## config.mk

```make
export PLATFORM = sky130hd
export DESIGN_NAME = grid_cursor
export DESIGN_NICKNAME = d
export VERILOG_FILES = /design/src/rtl/llk_pkg.sv /design/src/rtl/key_repeat.sv /design/src/rtl/grid_cursor.sv
export SDC_FILE = /design/constraint.sdc
export NUM_CORES = 1
export LEC_CHECK = 0
export ABC_AREA = 1
export CAP_MARGIN = 30
export CORE_MARGIN = 5
export CORE_UTILIZATION = 45
export CTS_CLUSTER_SIZE = 12
export DETAILED_ROUTE_END_ITERATION = 10
export GPL_TIMING_DRIVEN = 0
export HOLD_SLACK_MARGIN = 0.03
export MAX_ROUTING_LAYER = met4
export PLACE_DENSITY_LB_ADDON = 0.08
export SLEW_MARGIN = 20
export SYNTH_ARGS = -nofsm -noshare
export SYNTH_HDL_FRONTEND = slang
export SYNTH_SLANG_ARGS = --single-unit
export TNS_END_PERCENT = 30
```

## constraint.sdc

```tcl
create_clock -name clk -period 2.9 [get_ports clk]
set_clock_uncertainty 0.1 [all_clocks]
set_input_delay 0.87 -clock clk [delete_from_list [all_inputs] [get_ports clk]]
set_output_delay 0.87 -clock clk [all_outputs]
set_load 0.005 [all_outputs]
```

## src/rtl/llk_pkg.sv

```systemverilog
// Shared types and grid constants for the card-game blocks (cursor, card_array, matcher).
package llk_pkg;

    typedef enum logic [2:0] {
        DIR_NONE,
        DIR_UP,
        DIR_DOWN,
        DIR_LEFT,
        DIR_RIGHT
    } dir_t;

    typedef enum logic {
        ST_IDLE,
        ST_SEEK
    } state_t;

    localparam int GRID_ROWS  = 6;
    localparam int GRID_COLS  = 6;
    localparam int GRID_CELLS = GRID_ROWS * GRID_COLS;

    // Fixed button priority: up > down > left > right.
    function automatic dir_t prio_dir(input logic up, input logic down,
                                      input logic left, input logic right);
        if (up)    return DIR_UP;
        if (down)  return DIR_DOWN;
        if (left)  return DIR_LEFT;
        if (right) return DIR_RIGHT;
        return DIR_NONE;
    endfunction

endpackage

```

## src/rtl/key_repeat.sv

```systemverilog
// Turns level button inputs into single-cycle move requests with optional hold-to-repeat.
module key_repeat
    import llk_pkg::*;
#(
    parameter int REPEAT_DELAY  = 0,
    parameter int REPEAT_PERIOD = 4
) (
    input  logic clk,
    input  logic rst,
    input  logic up,
    input  logic down,
    input  logic left,
    input  logic right,
    output logic req,
    output dir_t req_dir
);

    localparam int MAX_CNT = (REPEAT_DELAY > REPEAT_PERIOD) ? REPEAT_DELAY : REPEAT_PERIOD;
    localparam int CNT_W   = $clog2(MAX_CNT + 1);

    dir_t             dir_q;
    logic [CNT_W-1:0] cnt_q, cnt_d;
    logic             rep_q, rep_d;
    dir_t             cur_dir;
    logic             edge_hit, rep_hit;

    // cnt_q counts cycles since the last request; rep_q selects delay vs period threshold.
    always_comb begin
        cur_dir  = prio_dir(up, down, left, right);
        edge_hit = (cur_dir != DIR_NONE) && (cur_dir != dir_q);
        rep_hit  = 1'b0;
        if ((REPEAT_DELAY > 0) && (cur_dir != DIR_NONE) && !edge_hit)
            rep_hit = rep_q ? (cnt_q == CNT_W'(REPEAT_PERIOD))
                            : (cnt_q == CNT_W'(REPEAT_DELAY));
        req     = edge_hit || rep_hit;
        req_dir = cur_dir;

        cnt_d = cnt_q;
        rep_d = rep_q;
        if (cur_dir == DIR_NONE) begin
            cnt_d = '0;
            rep_d = 1'b0;
        end else if (edge_hit) begin
            cnt_d = CNT_W'(1);
            rep_d = 1'b0;
        end else if (rep_hit) begin
            cnt_d = CNT_W'(1);
            rep_d = 1'b1;
        end else if (REPEAT_DELAY > 0) begin
            cnt_d = cnt_q + 1'b1;
        end
    end

    always_ff @(posedge clk) begin
        if (!rst) begin
            dir_q <= DIR_NONE;
            cnt_q <= '0;
            rep_q <= 1'b0;
        end else begin
            dir_q <= cur_dir;
            cnt_q <= cnt_d;
            rep_q <= rep_d;
        end
    end

endmodule

```

## src/rtl/grid_cursor.sv

```systemverilog
// One-hot cursor over a ROWS x COLS card grid with wrap, hold-to-repeat and
// skipping of hidden cards via a small seek FSM.
module grid_cursor
    import llk_pkg::*;
#(
    parameter int ROWS          = GRID_ROWS,
    parameter int COLS          = GRID_COLS,
    parameter int WRAP          = 1,
    parameter int SKIP_HIDDEN   = 1,
    parameter int REPEAT_DELAY  = 0,
    parameter int REPEAT_PERIOD = 4,
    parameter int RST_ROW       = 0,
    parameter int RST_COL       = 0
) (
    input  logic                     clk,
    input  logic                     rst,
    input  logic                     up,
    input  logic                     down,
    input  logic                     left,
    input  logic                     right,
    input  logic [ROWS*COLS-1:0]     hidden_bus,
    output logic [ROWS*COLS-1:0]     cur_bus,
    output logic [$clog2(ROWS)-1:0]  cur_row,
    output logic [$clog2(COLS)-1:0]  cur_col,
    output logic                     busy,
    output logic                     moved
);

    localparam int N  = ROWS * COLS;
    localparam int RW = $clog2(ROWS);
    localparam int CW = $clog2(COLS);
    localparam int IW = $clog2(N);

    typedef struct packed {
        logic          blocked;
        logic [RW-1:0] row;
        logic [CW-1:0] col;
    } step_t;

    function automatic logic [IW-1:0] cell_idx(input logic [RW-1:0] r, input logic [CW-1:0] c);
        return IW'(r) * IW'(COLS) + IW'(c);
    endfunction

    function automatic logic [N-1:0] onehot(input logic [IW-1:0] idx);
        logic [N-1:0] v;
        v      = '0;
        v[idx] = 1'b1;
        return v;
    endfunction

    // Edges are compared against ROWS-1/COLS-1 so non-power-of-two grids never overflow.
    function automatic step_t step_cell(input logic [RW-1:0] r, input logic [CW-1:0] c,
                                        input dir_t d);
        step_t s;
        s.blocked = 1'b0;
        s.row     = r;
        s.col     = c;
        case (d)
            DIR_UP: begin
                if (r == '0) begin
                    s.row     = RW'(ROWS - 1);
                    s.blocked = (WRAP == 0);
                end else s.row = r - 1'b1;
            end
            DIR_DOWN: begin
                if (r == RW'(ROWS - 1)) begin
                    s.row     = '0;
                    s.blocked = (WRAP == 0);
                end else s.row = r + 1'b1;
            end
            DIR_LEFT: begin
                if (c == '0) begin
                    s.col     = CW'(COLS - 1);
                    s.blocked = (WRAP == 0);
                end else s.col = c - 1'b1;
            end
            DIR_RIGHT: begin
                if (c == CW'(COLS - 1)) begin
                    s.col     = '0;
                    s.blocked = (WRAP == 0);
                end else s.col = c + 1'b1;
            end
            default: s.blocked = 1'b1;
        endcase
        if (s.blocked) begin
            s.row = r;
            s.col = c;
        end
        return s;
    endfunction

    logic          req;
    dir_t          req_dir;
    state_t        state_q;
    logic [RW-1:0] row_q, cand_row_q;
    logic [CW-1:0] col_q, cand_col_q;
    dir_t          seek_dir_q;
    logic [N-1:0]  cur_bus_q;
    logic          busy_q, moved_q;
    step_t         req_step, cand_step;
    logic          cand_hid, req_hid, next_hid, back_home;

    key_repeat #(
        .REPEAT_DELAY (REPEAT_DELAY),
        .REPEAT_PERIOD(REPEAT_PERIOD)
    ) u_key_repeat (
        .clk    (clk),
        .rst    (rst),
        .up     (up),
        .down   (down),
        .left   (left),
        .right  (right),
        .req    (req),
        .req_dir(req_dir)
    );

    // busy looks one cell ahead so it drops in the seek cycle that lands on a visible card.
    always_comb begin
        req_step  = step_cell(row_q, col_q, req_dir);
        cand_step = step_cell(cand_row_q, cand_col_q, seek_dir_q);
        cand_hid  = hidden_bus[cell_idx(cand_row_q, cand_col_q)];
        req_hid   = hidden_bus[cell_idx(req_step.row, req_step.col)];
        next_hid  = hidden_bus[cell_idx(cand_step.row, cand_step.col)];
        back_home = (cand_step.row == row_q) && (cand_step.col == col_q);
    end

    always_ff @(posedge clk) begin
        if (!rst) begin
            state_q    <= ST_IDLE;
            row_q      <= RW'(RST_ROW);
            col_q      <= CW'(RST_COL);
            cur_bus_q  <= onehot(cell_idx(RW'(RST_ROW), CW'(RST_COL)));
            cand_row_q <= '0;
            cand_col_q <= '0;
            seek_dir_q <= DIR_NONE;
            busy_q     <= 1'b0;
            moved_q    <= 1'b0;
        end else begin
            moved_q <= 1'b0;
            case (state_q)
                ST_IDLE: begin
                    if (req && !req_step.blocked) begin
                        if (SKIP_HIDDEN == 0) begin
                            row_q     <= req_step.row;
                            col_q     <= req_step.col;
                            cur_bus_q <= onehot(cell_idx(req_step.row, req_step.col));
                            moved_q   <= 1'b1;
                        end else begin
                            cand_row_q <= req_step.row;
                            cand_col_q <= req_step.col;
                            seek_dir_q <= req_dir;
                            busy_q     <= req_hid;
                            state_q    <= ST_SEEK;
                        end
                    end
                end
                ST_SEEK: begin
                    if (!cand_hid) begin
                        row_q     <= cand_row_q;
                        col_q     <= cand_col_q;
                        cur_bus_q <= onehot(cell_idx(cand_row_q, cand_col_q));
                        moved_q   <= 1'b1;
                        busy_q    <= 1'b0;
                        state_q   <= ST_IDLE;
                    end else if (cand_step.blocked || back_home) begin
                        busy_q  <= 1'b0;
                        state_q <= ST_IDLE;
                    end else begin
                        cand_row_q <= cand_step.row;
                        cand_col_q <= cand_step.col;
                        busy_q     <= next_hid;
                    end
                end
                default: state_q <= ST_IDLE;
            endcase
        end
    end

    assign cur_bus = cur_bus_q;
    assign cur_row = row_q;
    assign cur_col = col_q;
    assign busy    = busy_q;
    assign moved   = moved_q;

endmodule

```

==> results of run 1 <==
[sequential cells by signal, indices dropped and copies added, names as in the netlist]
signal	flops
busy	1
seek_dir_q	3
u_key_repeat.dir_q	3
moved	1
cur_bus	36
cand_col_q	3
cur_row	3
cur_col	3
state_q	1
cand_row_q	3
[metal layers]
| layer | vias to the layer above | share of wire | routed length, microns |
|---|---|---|---|
| met5 | - | 0 | 0 |
| met4 | 0 | 0.022 | 403 |
| met3 | 48 | 0.086 | 1560 |
| met2 | 280 | 0.47 | 8600 |
| met1 | 2749 | 0.42 | 7640 |
| li1 | 2831 | - | - |
[worst max-delay path, stage by stage (launching register included)]
cell     delay, ps
dfxtp_2        350
inv_1          140
nand3_2        130
inv_1          130
nand3_1        100
nand3_1         90
nand2_2         80
inv_2           90
ha_4           130
inv_1           40
fa_2           600
xor2_4         230
buf_4          160
nand3_1        130
nand2_1        100
nand3_1         90
nand3_2         80
nand2_1         50
nor2_1          90
nor2_1          50
[synthesized netlist by cell type (all sizes together)]
cell type,count
clkbuf,9
buf,20
o22ai,6
inv,99
o31ai,8
a31oi,1
a22oi,1
and2,1
nand3b,2
fa,6
clkinv,4
mux2i,1
xor2,9
a21oi,32
nand4,4
o21a,1
dfxtp,57
o211ai,2
nand2,217
ha,18
nor3,1
nand3,179
o21ai,38
or2,3
xnor2,4
o32a,1
o2111ai,1
o221ai,1
nor2,47
[what timing repair did]
item	4_1_cts	5_1_grt
pin swaps	25	20
endpoints found under the setup margin	54	54
setup buffers	34	17
cloned	2	1
resized for setup	114	47
[how the worst max path moves through the flow]
stage               slack [ps]     startpoint  cells after the start          end
finish                    -180  seek_dir_q[0]                     19         busy
global route              -320  cand_row_q[0]                     20  cur_bus[29]
CTS                       -110          right                     18         busy
detailed placement       -1360             up                     18         busy
global placement         -1330             up                     17         busy
floorplan                  -60             up                     20         busy
[power groups by stage]
stage / Sequential, mW / Clock [mW] / Combinational (mW)
after global placement: 1.06 / 0 / 5.30
after global routing: 1.10 / 0.869 / 8.03
after detailed placement: 1.06 / 0 / 5.39
final: 1.08 / 0.828 / 7.44
after CTS: 1.06 / 0.825 / 6.59
after floorplan: 1.03 / 0 / 3.87
[cell families after synthesis]
kind of cell,Yosys count,share of synthesized area
xor gates and xnor gates,13,0.0294
DFF,57,0.239
adders and majority gates,24,0.0724
buffers and inverters,132,0.117
and+or+nand+nor,454,0.429
muxes,1,0.00210
AOI/OAI and AO/OA,92,0.110
[layout make-up]
cell class	instances	area share
clock inverter	6	0.0116
buffer	28	0.0294
inverter	103	0.0607
tap	136	0.0240
sequential	57	0.163
timing repair buffer	139	0.186
multi-input combinational	584	0.508
clock buffer	10	0.0180
[through the flow]
step                      setup slack (ps)  power, mW
after global placement               -1330       6.36
after detailed placement             -1360       6.46
after CTS                             -114       8.48
after floorplan                      -63.2       4.90
after global routing                  -317       10.0
final                                 -183       9.35
==> results.sh, run 1 <==
export IMPL_syn_nets=839
export IMPL_ys_seq_area_frac=0.239
export IMPL_dr_pass1_iters=5
export IMPL_switching_power_mw=4.93
export IMPL_p_sw_frac=0.527
export IMPL_ff2ff_path_depth=19
export IMPL_first_global_vias=5672
export IMPL_dpl_instance_area_sq_um=5910
export IMPL_fillCellCount=877
export IMPL_cts_buffers=9
export IMPL_synth_area_leaders="dfxtp_1 24%, nand3_1 18%, nand2_1 17%"
export IMPL_grt_util_met2=0.462
export IMPL_grt_ovfl_total=0
export IMPL_met1_usage=0.361
export IMPL_pin_count=86
export IMPL_startpoint_type="flop"
export IMPL_cts_sinks=57
export IMPL_hold_violations=0
export IMPL_violations="negative setup slack"
export IMPL_syn_area_per_cell_sq_um=6.17
export IMPL_routed_wl_microns=18200
export IMPL_drt_iter0_drc=466
export IMPL_p_clk_frac=0.089
export IMPL_seqCellArea_sq_um=1160
export IMPL_antenna_left=0
export IMPL_start_util=0.462
export IMPL_drive_gt1_frac=0.246
export IMPL_coreArea_sq_um=10300
export IMPL_fin_tns_setup_ps=-2290
export IMPL_syn_inst=773
export IMPL_final_util=0.687
export IMPL_slew_viol_final=0
export IMPL_reg2reg_setup_slack_ps=-180
export IMPL_place_congestion=0.920
export IMPL_cts_htree_levels=3
export IMPL_root_buffer="clkbuf_8"
export IMPL_drv_cap=0
export IMPL_hold_class="flop to flop"
export IMPL_grt_max_degree=11
export IMPL_worstMarginPinSlew_ps=567
export IMPL_most_common_layout_cells="203 x nand2_1, 147 x nand3_1, 81 x clkdlybuf4s50_1, 75 x inv_1, 49 x dfxtp_1"
export IMPL_ys_ff_latch=57
export IMPL_synth_cell_types=44
export IMPL_hold_depth=2
export IMPL_num_rows=37
export IMPL_criticalPathCategory="flop to flop"
export IMPL_setup_viol=40
export IMPL_min_period_ps=3080
export IMPL_multi_input_area_sq_um=3600
export IMPL_met3_usage=0.0465
export IMPL_yosysTopAreaCellShare=0.239
export IMPL_rr_startpoint="seek_dir_q[0]"
export IMPL_ir_drop_mv=1.38
export IMPL_clk_insertion_delay_late_ps=330
export IMPL_ys_warn_count=0
export IMPL_final_cells=1063
export IMPL_crit_path_end_kind="flop"
export IMPL_seqPwrFrac=0.116
export IMPL_worstPathRequired_ps=3020
export IMPL_vias_per_cell=5.56
export IMPL_syn2layout_area_growth_pct=48.8
export IMPL_fin_nets=988
export IMPL_rr_endpoint="busy"
export IMPL_power_density_nw_per_um2=1320
export IMPL_cts_hold_buf=0
export IMPL_yosysTopAreaCell="dfxtp_1"
export IMPL_p_int_mw=4.42
export IMPL_syn_area_sq_um=4770
export IMPL_grt_usage=0.281
export IMPL_post_dp_hpwl_microns=12900
export IMPL_timing_final_crit_share=1.06
export IMPL_dieArea_sq_um=12800
export IMPL_fmax_mhz=324
export IMPL_grt_antenna_before_repair=0
export IMPL_slew_headroom=0.622
export IMPL_leakage_nw=3.27
export IMPL_final_common_cell="nand2_1"
export IMPL_clock_path_buffers=2
export IMPL_io_buffers=85
export IMPL_drc=0
export IMPL_cp_data_arrival_time_ps=3200
export IMPL_min_from="cur_bus[10]"
export IMPL_hold_end="cur_bus[10]"
export IMPL_status="finished, violations left"
export IMPL_whs_ps=368
export IMPL_dp_cells=994
export IMPL_die_x_microns=113
export IMPL_rsz0062_at_grt="true"
export IMPL_cts_tree="done"
export IMPL_clk_pin_slew_ps=70
export IMPL_die_height_microns=113
export IMPL_grt_pass1_wl_microns=28500
export IMPL_diodes=0
export IMPL_combPwrFrac=0.796
export IMPL_wl_per_cell_microns=17.1
export IMPL_vias=5908
export IMPL_fin_area_sq_um=7100
export IMPL_fin_ws_ps=-183
export IMPL_grt_busiest_layer="met2"
export IMPL_cp_max_fo=5
Power figures use the tool's default switching activity.
==> run 2: changes to the inputs <==
Settings changed: CORE_UTILIZATION 45 to 49.
==> run 2 against run 1 <==
Net effect: the flow still finishes with violations (negative setup slack); total power is 1.9% higher; critical path type unchanged; sequential share of layout area fell by 0.087 points; clock-buffer cell count down 1; critical endpoint is now cur_bus[35].
==> results.sh, run 2 (same netlist as run 1, synthesis figures left out) <==
export IMPL_status="finished, violations left"
export IMPL_violations="negative setup slack"
export IMPL_wl_per_cell_microns=17.5
export IMPL_die_height_microns=109
export IMPL_coreArea_sq_um=9640
export IMPL_most_common_layout_cells="201 x nand2_1, 139 x nand3_1, 81 x clkdlybuf4s50_1, 72 x inv_1, 54 x buf_4"
export IMPL_final_util=0.743
export IMPL_criticalPathCategory="flop to flop"
export IMPL_fillCellCount=773
export IMPL_slew_viol_final=0
export IMPL_whs_ps=369
export IMPL_vias=6061
export IMPL_critPathSlowestCell="clkinv_1"
export IMPL_hold_violations=0
export IMPL_fin_nets=992
export IMPL_multi_input_area_sq_um=3630
export IMPL_grt_usage=0.317
export IMPL_fin_ws_ps=-177
export IMPL_cts_buffers=9
export IMPL_rsz0062_at_grt="true"
export IMPL_first_global_vias=5865
export IMPL_grt_pass1_wl_microns=28700
export IMPL_num_rows=36
export IMPL_startpoint_type="flop"
export IMPL_antenna_left=0
export IMPL_grt_antenna_before_repair=0
export IMPL_drv_cap=0
export IMPL_io_buffers=85
export IMPL_fmax_mhz=325
export IMPL_setup_viol=51
export IMPL_drc=0
export IMPL_cpPeakStageDelay_ps=400
export IMPL_leakage_nw=3.31
export IMPL_cts_sinks=57
export IMPL_clk_pin_slew_ps=80
export IMPL_dieArea_sq_um=11800
export IMPL_ff2ff_path_depth=16
export IMPL_timing_final_crit_share=1.06
export IMPL_cp_max_fo=10
export IMPL_min_period_ps=3080
export IMPL_cts_htree_levels=3
export IMPL_drt_iter0_drc=564
export IMPL_cts_hold_buf=0
export IMPL_place_congestion=0.929
export IMPL_ir_drop_mv=1.37
export IMPL_clk_insertion_delay_late_ps=350
export IMPL_die_x_microns=109
export IMPL_slew_headroom=0.592
export IMPL_grt_ovfl_total=0
export IMPL_diodes=0
export IMPL_syn2layout_area_growth_pct=50.2
export IMPL_seqCellArea_sq_um=1160
export IMPL_final_common_cell="nand2_1"
export IMPL_vias_per_cell=5.70
export IMPL_clock_path_buffers=2
export IMPL_routed_wl_microns=18600
export IMPL_crit_path_end_kind="flop"
export IMPL_dpl_instance_area_sq_um=5900
export IMPL_cp_data_arrival_time_ps=3270
export IMPL_dr_pass1_iters=7
export IMPL_start_util=0.495
export IMPL_largest_reg_flops=36
export IMPL_worstPathRequired_ps=3100
export IMPL_power_density_nw_per_um2=1330
export IMPL_root_buffer="clkbuf_8"
export IMPL_fin_area_sq_um=7160
export IMPL_hold_depth=2
export IMPL_final_cells=1064
export IMPL_worstMarginPinSlew_ps=612
export IMPL_drive_gt1_frac=0.262
export IMPL_dp_cells=991
export IMPL_cp_cell_sequence="buf_6 -> ha_2 -> clkinv_1 -> nand3_1 -> inv_2 -> a22oi_2 -> a21oi_1 -> nor2_1 -> nor2_4 -> nand2_2 -> nand2_4 -> nor2_4 -> buf_6 -> buf_4 -> nand3_2 -> nand2_1"
export IMPL_cts_tree="done"
export IMPL_grt_max_degree=13
export IMPL_hold_class="flop to flop"
export IMPL_post_dp_hpwl_microns=12600
export IMPL_pin_count=86
## run 2: routing by layer
metal / vias up / GRT usage / part of all wire
met2: 362 / 0.520 / 0.47
met3: 67 / 0.0450 / 0.088
met4: 0 / 0.134 / 0.037
met1: 2795 / 0.390 / 0.40
li1: 2837 / - / -
met5: - / - / 0
## run 2: final cells by class
cell class	instances	share of cell area
buffer	28	0.0295
tap	133	0.0232
inverter	103	0.0604
clock inverter	7	0.0143
timing repair buffer	143	0.186
multi-input combinational	584	0.507
clock buffer	9	0.0173
sequential	57	0.162
## run 2: metrics by stage
| stage | power [mW] | worst slack [ps] | setup TNS [ps] |
|---|---|---|---|
| global route | 10.2 | -398 | -10800 |
| floorplan | 4.90 | -63.2 | -92.0 |
| CTS | 8.46 | -94.3 | -884 |
| finish | 9.53 | -177 | -5980 |
| detailed placement | 6.43 | -1340 | -24340 |
| global placement | 6.33 | -1290 | -23600 |
## run 2: what timing repair did
item                       in CTS  in global routing
setup buffers                  39                 15
setup endpoints to repair      54                 54
pin swaps                      29                 45
cloned                          2                  2
resized for setup             101                 77
## run 2: final timing paths
| path | from | to | slack (ps) |
|---|---|---|---|
| worst max-delay path | cand_row_q[0] | cur_bus[35] | -180 |
| worst min-delay path | cur_bus[32] | cur_bus[32] | 370 |
| worst min register to register | cur_bus[32] | cur_bus[32] | 370 |
| worst max register to register | cand_row_q[0] | cur_bus[35] | -180 |
## run 2: power breakdown
group | switching, mW | internal, mW | total, mW
logic | 4.53 | 3.06 | 7.59
clock network | 0.372 | 0.490 | 0.862
registers | 0.161 | 0.915 | 1.08
total | 5.06 | 4.47 | 9.53
## run 2: worst max-delay path, delay by kind of cell, from the launching register on
kind,cells,cell delay [ps]
AO/OA/AOI/OAI,2,240
AND/OR/NAND/NOR,8,1040
adder cells (fa/ha/maj),1,320
buffers and inverters,5,920
flip-flops,1,380
